`src/rtl/snn_layer1_pkg.sv`:
```
// Shared types, default widths and the saturating add used by the layer-1 membrane update generator.
package snn_layer1_pkg;

    localparam int unsigned BIT_WIDTH_MEMBRANE_DEF = 17;
    localparam int unsigned BIT_WIDTH_WEIGHT_DEF   = 8;
    localparam int unsigned NEURON_NUM_IN_SET_DEF  = 20;
    localparam int unsigned BIT_WIDTH_PRE_IDX_DEF  = 10;

    typedef enum logic [1:0] {
        ST_IDLE,
        ST_ACCUM,
        ST_DRAIN,
        ST_EMIT
    } fsm_state_e;

    // Operands arrive sign-extended to 32 bits, so the sum cannot wrap for m <= 30;
    // the result is clamped to the signed m-bit range.
    function automatic logic signed [31:0] sat_add_membrane(input logic signed [31:0] a,
                                                            input logic signed [31:0] b,
                                                            input int                 m);
        logic signed [31:0] s;
        logic signed [31:0] hi;
        logic signed [31:0] lo;
        s  = a + b;
        hi = (32'sd1 <<< (m - 1)) - 32'sd1;
        lo = -(32'sd1 <<< (m - 1));
        if (s > hi)      return hi;
        else if (s < lo) return lo;
        else             return s;
    endfunction

endpackage

```
`src/rtl/membrane_accum_lane.sv`:
```
// One neuron lane: accumulator register with a saturating signed weight add.
module membrane_accum_lane
    import snn_layer1_pkg::*;
#(
    parameter int unsigned BIT_WIDTH_MEMBRANE = BIT_WIDTH_MEMBRANE_DEF,
    parameter int unsigned BIT_WIDTH_WEIGHT   = BIT_WIDTH_WEIGHT_DEF
) (
    input  logic                          clk,
    input  logic                          reset_n,
    input  logic                          clr,
    input  logic                          en,
    input  logic [BIT_WIDTH_WEIGHT-1:0]   weight,
    output logic [BIT_WIDTH_MEMBRANE-1:0] acc
);

    logic [BIT_WIDTH_MEMBRANE-1:0] acc_q, acc_d;
    logic signed [31:0]            sum_sat;

    always_comb begin
        sum_sat = sat_add_membrane(32'(signed'(acc_q)), 32'(signed'(weight)),
                                   int'(BIT_WIDTH_MEMBRANE));
        acc_d   = acc_q;
        if (clr)     acc_d = '0;
        else if (en) acc_d = BIT_WIDTH_MEMBRANE'(sum_sat);
    end

    always_ff @(posedge clk or negedge reset_n) begin
        if (!reset_n) acc_q <= '0;
        else          acc_q <= acc_d;
    end

    assign acc = acc_q;

endmodule

```
`src/rtl/membrane_update_gen_layer1.sv`:
```
// Per-timestep synaptic accumulator: spike indices fetch weight rows that are summed per lane,
// and the totals are presented with a one-cycle valid at end of timestep.
module membrane_update_gen_layer1
    import snn_layer1_pkg::*;
#(
    parameter int unsigned BIT_WIDTH_MEMBRANE = BIT_WIDTH_MEMBRANE_DEF,
    parameter int unsigned BIT_WIDTH_WEIGHT   = BIT_WIDTH_WEIGHT_DEF,
    parameter int unsigned NEURON_NUM_IN_SET  = NEURON_NUM_IN_SET_DEF,
    parameter int unsigned BIT_WIDTH_PRE_IDX  = BIT_WIDTH_PRE_IDX_DEF
) (
    input  logic                                            clk,
    input  logic                                            reset_n,
    input  logic                                            timestep_start_i,
    input  logic                                            pre_spike_valid_i,
    input  logic [BIT_WIDTH_PRE_IDX-1:0]                    pre_spike_idx_i,
    output logic                                            pre_spike_ready_o,
    input  logic                                            timestep_end_i,
    output logic                                            weight_rd_en_o,
    output logic [BIT_WIDTH_PRE_IDX-1:0]                    weight_addr_o,
    input  logic [BIT_WIDTH_WEIGHT*NEURON_NUM_IN_SET-1:0]   weight_data_i,
    output logic [BIT_WIDTH_MEMBRANE*NEURON_NUM_IN_SET-1:0] membrane_update_o,
    output logic                                            membrane_update_valid_o,
    output logic                                            busy_o
);

    fsm_state_e state_q;
    logic       rd_pending_q;
    logic       hs;
    logic       clr;

    assign pre_spike_ready_o       = (state_q == ST_ACCUM);
    assign hs                      = pre_spike_valid_i & pre_spike_ready_o;
    assign weight_rd_en_o          = hs;
    assign weight_addr_o           = hs ? pre_spike_idx_i : '0;
    assign clr                     = (state_q == ST_IDLE) & timestep_start_i;
    assign membrane_update_valid_o = (state_q == ST_EMIT);
    assign busy_o                  = (state_q != ST_IDLE);

    // rd_pending tracks the one-cycle SRAM latency; DRAIN exists so the last row lands before EMIT.
    always_ff @(posedge clk or negedge reset_n) begin
        if (!reset_n) begin
            state_q      <= ST_IDLE;
            rd_pending_q <= 1'b0;
        end else begin
            rd_pending_q <= hs;
            case (state_q)
                ST_IDLE:  if (timestep_start_i) state_q <= ST_ACCUM;
                ST_ACCUM: if (timestep_end_i)   state_q <= ST_DRAIN;
                ST_DRAIN: state_q <= ST_EMIT;
                ST_EMIT:  state_q <= ST_IDLE;
                default:  state_q <= ST_IDLE;
            endcase
        end
    end

    for (genvar i = 0; i < NEURON_NUM_IN_SET; i++) begin : gen_lane
        membrane_accum_lane #(
            .BIT_WIDTH_MEMBRANE(BIT_WIDTH_MEMBRANE),
            .BIT_WIDTH_WEIGHT  (BIT_WIDTH_WEIGHT)
        ) u_lane (
            .clk    (clk),
            .reset_n(reset_n),
            .clr    (clr),
            .en     (rd_pending_q),
            .weight (weight_data_i[BIT_WIDTH_WEIGHT*i +: BIT_WIDTH_WEIGHT]),
            .acc    (membrane_update_o[BIT_WIDTH_MEMBRANE*i +: BIT_WIDTH_MEMBRANE])
        );
    end

endmodule
```
`config.mk`:
```
export PLATFORM = sky130hd
export DESIGN_NAME = membrane_update_gen_layer1
export DESIGN_NICKNAME = d
export VERILOG_FILES = /design/src/rtl/snn_layer1_pkg.sv /design/src/rtl/membrane_accum_lane.sv /design/src/rtl/membrane_update_gen_layer1.sv
export SDC_FILE = /design/constraint.sdc
export NUM_CORES = 1
export LEC_CHECK = 0
export ABC_AREA = 0
export BUFFER_PORTS_ARGS = -buffer_cell sky130_fd_sc_hd__buf_2
export CORE_MARGIN = 5
export CORE_UTILIZATION = 45
export DETAILED_ROUTE_END_ITERATION = 10
export HOLD_SLACK_MARGIN = 0.03
export PLACE_DENSITY = 0.77
export SETUP_SLACK_MARGIN = 0.4
export SLEW_MARGIN = 20
export SYNTH_ARGS = -nofsm -noshare
export SYNTH_HDL_FRONTEND = slang
export SYNTH_HIERARCHICAL = 1
export SYNTH_SLANG_ARGS = --single-unit
```
`constraint.sdc`:
```
create_clock -name clk -period 6.8 [get_ports clk]
set_clock_uncertainty 0.2 [all_clocks]
set_input_delay 0.34 -clock clk [delete_from_list [all_inputs] [get_ports clk]]
set_output_delay 0.34 -clock clk [all_outputs]
set_load 0.01 [all_outputs]
```
## After elaboration in Yosys (flattened, before gate mapping)

Cells that the tools add are included.

- $add $sub $neg: 20
- Multipliers: 0
- Divide/modulo/power cells: 0
- $lt $le $gt $ge: 40
- Equal/unequal tests: 5
- Shift operators: 0
- Multiplexer cells: 84
- Bitwise operators: 2
- Reduce and logical (&&, ||, !) cells: 4

Operator list:

| operator | number |
|---|---|
| 17-bit 2-to-1 mux | 80 |
| 17-bit by 8-bit adder with 18-bit output | 20 |
| 18-bit by 17-bit greater-than comparator with 1-bit output, second input constant | 20 |
| 18-bit by 17-bit less-than comparator with 1-bit output, second input constant | 20 |
| 10-bit 2-to-1 mux | 1 |
| 2-bit one-hot mux with 4 select lines | 1 |
| 2-bit == test, second input constant | 2 |
| 2-bit 2-to-1 mux | 2 |
| 2-bit nonzero test | 2 |
| 1-bit AND | 2 |
| 2-bit by 1-bit == test with 1-bit output, second input constant | 1 |
| 2-bit logical NOT | 1 |
| 2-bit by 1-bit inequality test with 1-bit output, second input constant | 1 |
| 2-bit inequality test, second input constant | 1 |
| 2-bit AND reduction | 1 |

- Register bits after elaboration: 343
- Bits in latches: 0
- Bits in writable memories: 0
- Memory bits (read-only): 0
- Input port bits: 175
- Output and inout bits: 354
- Word-level logic and storage cells: 177
- Memories kept: 0

## Longest topological paths before layout

- Depth after elaboration: 6
- Depth in mapped cells: 11
- Gate-level depth less buffers: 10

## Modules after synthesis

The synthesis kept the hierarchy.

Modules (own cells, without submodules):

| module | instances | cells an instance | area an instance (um^2) | sequential area each (um^2) |
|---|---|---|---|---|
| membrane_accum_lane at gen_lane[11].u_lane ... | 15 | 208 | 1747.9 | 425.4 |
| membrane_accum_lane at gen_lane[0].u_lane ... | 4 | 179 | 1617.8 | 425.4 |
| membrane_accum_lane at gen_lane[16].u_lane | 1 | 203 | 1838.0 | 425.4 |
| membrane_update_gen_layer1 | 1 | 30 | 294.0 | 75.1 |

## Worst setup path after synthesis

Ideal clock, no wire load.

- Path type: register to register
- Start: reg rd_pending_q
- End: reg gen_lane[16].u_lane.acc_q[16]
- Setup time: 0.143 ns
- Arrival time: 2.994 ns
- Required time: 6.457 ns
- Setup slack: 3.464 ns
- Cell stages (with the launch flop): 5
- Path buffers: 2
- Clock period less this slack: 3.336 ns
- Cell sequence: dfrtp_1 clkbuf_1 clkbuf_1 mux2i_1 nor2_1

- Word-level cells in the longest chain between the ends: 1

Ends and longest elaborated chain:

| what | line | source |
|---|---|---|
| start, declared | membrane_update_gen_layer1.sv:27 | `logic rd_pending_q;` |
| start signal, assigned | membrane_update_gen_layer1.sv:45 | `rd_pending_q <= hs;` |
| 2-bit nonzero test (no source line) | n/a |  |
| end signal, assigned | membrane_accum_lane.sv:28 | `if (!reset_n) acc_q <= '0;` |
| end signal, assigned | membrane_accum_lane.sv:29 | `else acc_q <= acc_d;` |
| end, declared | membrane_accum_lane.sv:16 | `logic [BIT_WIDTH_MEMBRANE-1:0] acc_q, acc_d;` |

No other way between the ends.
A chain may end at the register's enable or synchronous reset.

## Worst setup path in the final report

- Start: reg gen_lane[1].u_lane.acc_q[0]
- End: reg gen_lane[1].u_lane.acc_q[1]

- Word-level cells in the longest chain between the ends: 6
- Elaborated cells on any way between the ends: 7
- Classes of those cells: 1 x add/sub; 2 x order compare; 4 x mux

Ends and longest elaborated chain:

| what | line | source |
|---|---|---|
| start, declared | membrane_accum_lane.sv:16 |  |
| start signal, assigned | membrane_accum_lane.sv:28 |  |
| start signal, assigned | membrane_accum_lane.sv:29 |  |
| 17-bit by 8-bit adder with 18-bit output * | snn_layer1_pkg.sv:24 | `s = a + b;` |
| 18-bit by 17-bit less-than comparator with 1-bit output | snn_layer1_pkg.sv:28 | `else if (s < lo) return lo;` |
| 17-bit 2-to-1 mux | snn_layer1_pkg.sv:28 |  |
| 17-bit 2-to-1 mux * | snn_layer1_pkg.sv:27 | `if (s > hi) return hi;` |
| 17-bit 2-to-1 mux * | membrane_accum_lane.sv:24 | `else if (en) acc_d = BIT_WIDTH_MEMBRANE'(sum_sat);` |
| 17-bit 2-to-1 mux * | membrane_accum_lane.sv:23 | `if (clr) acc_d = '0;` |

Mark *: on every way between the ends. The rest lies on a longest branch, timed or not. The select of a mux whose other input is x is not followed.

==> results.py <==
metrics = {
    "routing": {
        "via_per_inst": 5.87,
        "drtIter0Drc": 2086,
        "drt-wirelength-per-cell_um": 18.4,
        "drt_pass1_iterations": 6,
        "drc": 0,
        "drt-total-wl_um": 103000,
        "vias": 32800,
        "ant_nets": 0,
    },
    "die": {
        "rows": 102,
        "dieArea_um2": 83000,
        "die_y_um": 288,
        "coreArea_um2": 77100,
        "die_w_um": 288,
        "boundaryPins": 529,
        "start_util_pct": 45.2,
    },
    "global_routing": {
        "track_usage_pct": 23.6,
        "grt_max_degree": 147,
        "grt_pass1_vias": 31700,
        "overflow": 0,
        "antenna_found_initial": 15,
        "grt_pass1_wl_um": 165000,
    },
    "placement": {
        "place_area_um2": 37700,
        "place_inst": 5493,
        "hpwl_um": 77500,
        "gp_congestion": 0.931,
        "portBuffers": 528,
        "dp_slack_ns": 3.49,
    },
    "power_and_ir_drop": {
        "power.density_nw_per_um2": 541,
        "power.total_mw": 21.4,
        "power.leakage_nw": 18.2,
        "vdd_drop_max_v": 0.000362,
    },
    "critical_path": {
        "startpoint_type": "register",
        "cp.required_ns": 7.07,
        "cp_max_fo": 9,
        "end_kind": "register",
        "crit_arrival_ns": 3.56,
        "critPathKind": "register to register",
    },
    "final_layout": {
        "utilization_pct": 51.2,
        "layout_common_cells": "buf_2, a21oi_1, nor2_1",
        "stdcell_count": 5595,
        "drive_gt1_share_pct": 21.1,
        "final_common_cell": "buf_2",
        "nFillCells": 7241,
        "final_cell_area_um2": 39500,
        "fin_nets": 5050,
        "synthToLayoutAreaGrowth_pct": 13.4,
    },
    "clock_tree": {
        "cts_sinks": 343,
        "root_buffer": "clkbuf_16",
        "htree_num_levels": 2,
        "clk_pin_slew_worst_paths_ns": 0.06,
        "clockBufferDepth": 3,
        "cts_tree": "yes",
        "worstSkewPairLatency_ns": 0.57,
        "cts_buffers": 47,
        "post_cts_buffers": 0,
    },
    "yosys": {
        "yosysSeqAreaShare_pct": 24.6,
        "synth_flop_cell": "dfrtp_1",
        "synth_edf_count": 0,
        "async_flop_share_pct": 100,
        "syn_area_per_cell_um2": 8.56,
        "ys_warn_count": 6,
        "synth_cell_types": 85,
        "synthesis.area_um2": 34800,
        "synthCells": 4069,
        "syn-num-nets": 4610,
        "ys_ff_latch": 343,
    },
    "sta": {
        "setup_viol": 0,
        "finalCriticalPeriod_ns": 3.29,
        "worst_slack_ns": 3.51,
        "fin_crit_sh_pct": 48.5,
        "hold_viol_final": 0,
        "maxSlewViolCount": 0,
        "slew_headroom_pct": 35.9,
        "whs_ns": 0.0851,
        "fmax_mhz": 304,
        "rsz0062_at_grt": "no",
        "setup-tns-final_ns": 0,
        "tightest_slew_ns": 0.961,
    },
    "job": {
        "max_cap_viol_count": 0,
    },
    "run_status": {
        "status": "finished, final reports clean",
    },
    "hold_path": {
        "hold_path.class": "primary input to register",
    },
}
flip-flops by register name, indices dropped and copies added, names as in the netlist:
register / flops
gen_lane.u_lane/acc: 340
state_q: 2
rd_pending_q: 1
power breakdown:
| group | internal (mW) | leakage [nW] | total [mW] | switching (mW) |
|---|---|---|---|---|
| registers | 3.02 | 4.26 | 3.99 | 0.972 |
| logic | 5.96 | 13.1 | 14.6 | 8.65 |
| clock network | 1.75 | 0.838 | 2.77 | 1.02 |
synthesized netlist by cell type (all sizes together), types with 83 or more instances:
cell / count / area, um2
nand3: 113 / 591
buf: 96 / 900
dfrtp: 343 / 8580
xor2: 144 / 1260
nand2: 349 / 1350
inv: 142 / 533
nor3: 143 / 736
a21oi: 490 / 2570
o211ai: 83 / 933
nor2: 436 / 1640
xnor2: 114 / 998
o21ai: 171 / 871
ha: 346 / 4330
layout make-up:
type                            instances  area, um2  share of cell area (%)
Timing Repair Buffer                  544       2850                    7.22
Clock inverter                         25        387                   0.979
Multi-Input combinational cell       3431      24500                    61.9
Sequential cell                       343       8590                    21.7
Tap cell                             1040       1300                    3.29
Inverter                              142        533                    1.35
Antenna cell                            9       22.5                  0.0570
Clock buffer                           61       1350                    3.42
path summary, 6_finish.rpt:
path	start	endpoint	slack, ns	depth (start not counted)
worst max-delay path	gen_lane[1].u_lane/acc[0]$_DFFE_PN0P_	gen_lane[1].u_lane/acc[1]$_DFFE_PN0P_	3.51	10
worst min-delay path	weight_data_i[136]	gen_lane[17].u_lane/acc[0]$_DFFE_PN0P_	0.09	4
worst max register to register	gen_lane[1].u_lane/acc[0]$_DFFE_PN0P_	gen_lane[1].u_lane/acc[1]$_DFFE_PN0P_	3.51	10
worst min register to register	gen_lane[15].u_lane/acc[6]$_DFFE_PN0P_	gen_lane[15].u_lane/acc[6]$_DFFE_PN0P_	0.32	2
max in group asynchronous	reset_n	gen_lane[11].u_lane/acc[12]$_DFFE_PN0P_	4.82	3
min in group asynchronous	reset_n	gen_lane[7].u_lane/acc[15]$_DFFE_PN0P_	0.19	2
logic make-up after synthesis:
| family | synth area share [%] |
|---|---|
| fa+ha+maj | 15.0 |
| flops | 24.6 |
| mux | 1.10 |
| compound gates | 27.2 |
| xor+xnor | 6.49 |
| buf+inv | 5.11 |
| simple gates | 20.4 |
routing by layer:
metal | wire length [um] | track usage, %
met3 | 8220 | 5.99
met5 | 71 | 0
met2 | 47300 | 38.5
met1 | 43800 | 30.6
met4 | 3510 | 8.10
what timing repair did:
item                                   in CTS  in global routing
endpoints found under the hold margin      98                  0
hold buffers                                7                  0
gates resized for setup                     0                  0
worst max-delay path, stage by stage (launching register included):
cell and delay [ns]:
dfrtp_1 0.37, ha_1 0.23, inv_1 0.08, fa_1 0.39, nor2b_1 0.34, o31ai_4 0.12
a2111oi_2 0.41, nor3_1 0.17, mux2_2 0.40, o2111ai_1 0.18, a211oi_1 0.30
(Power assumes the default switching activity.)
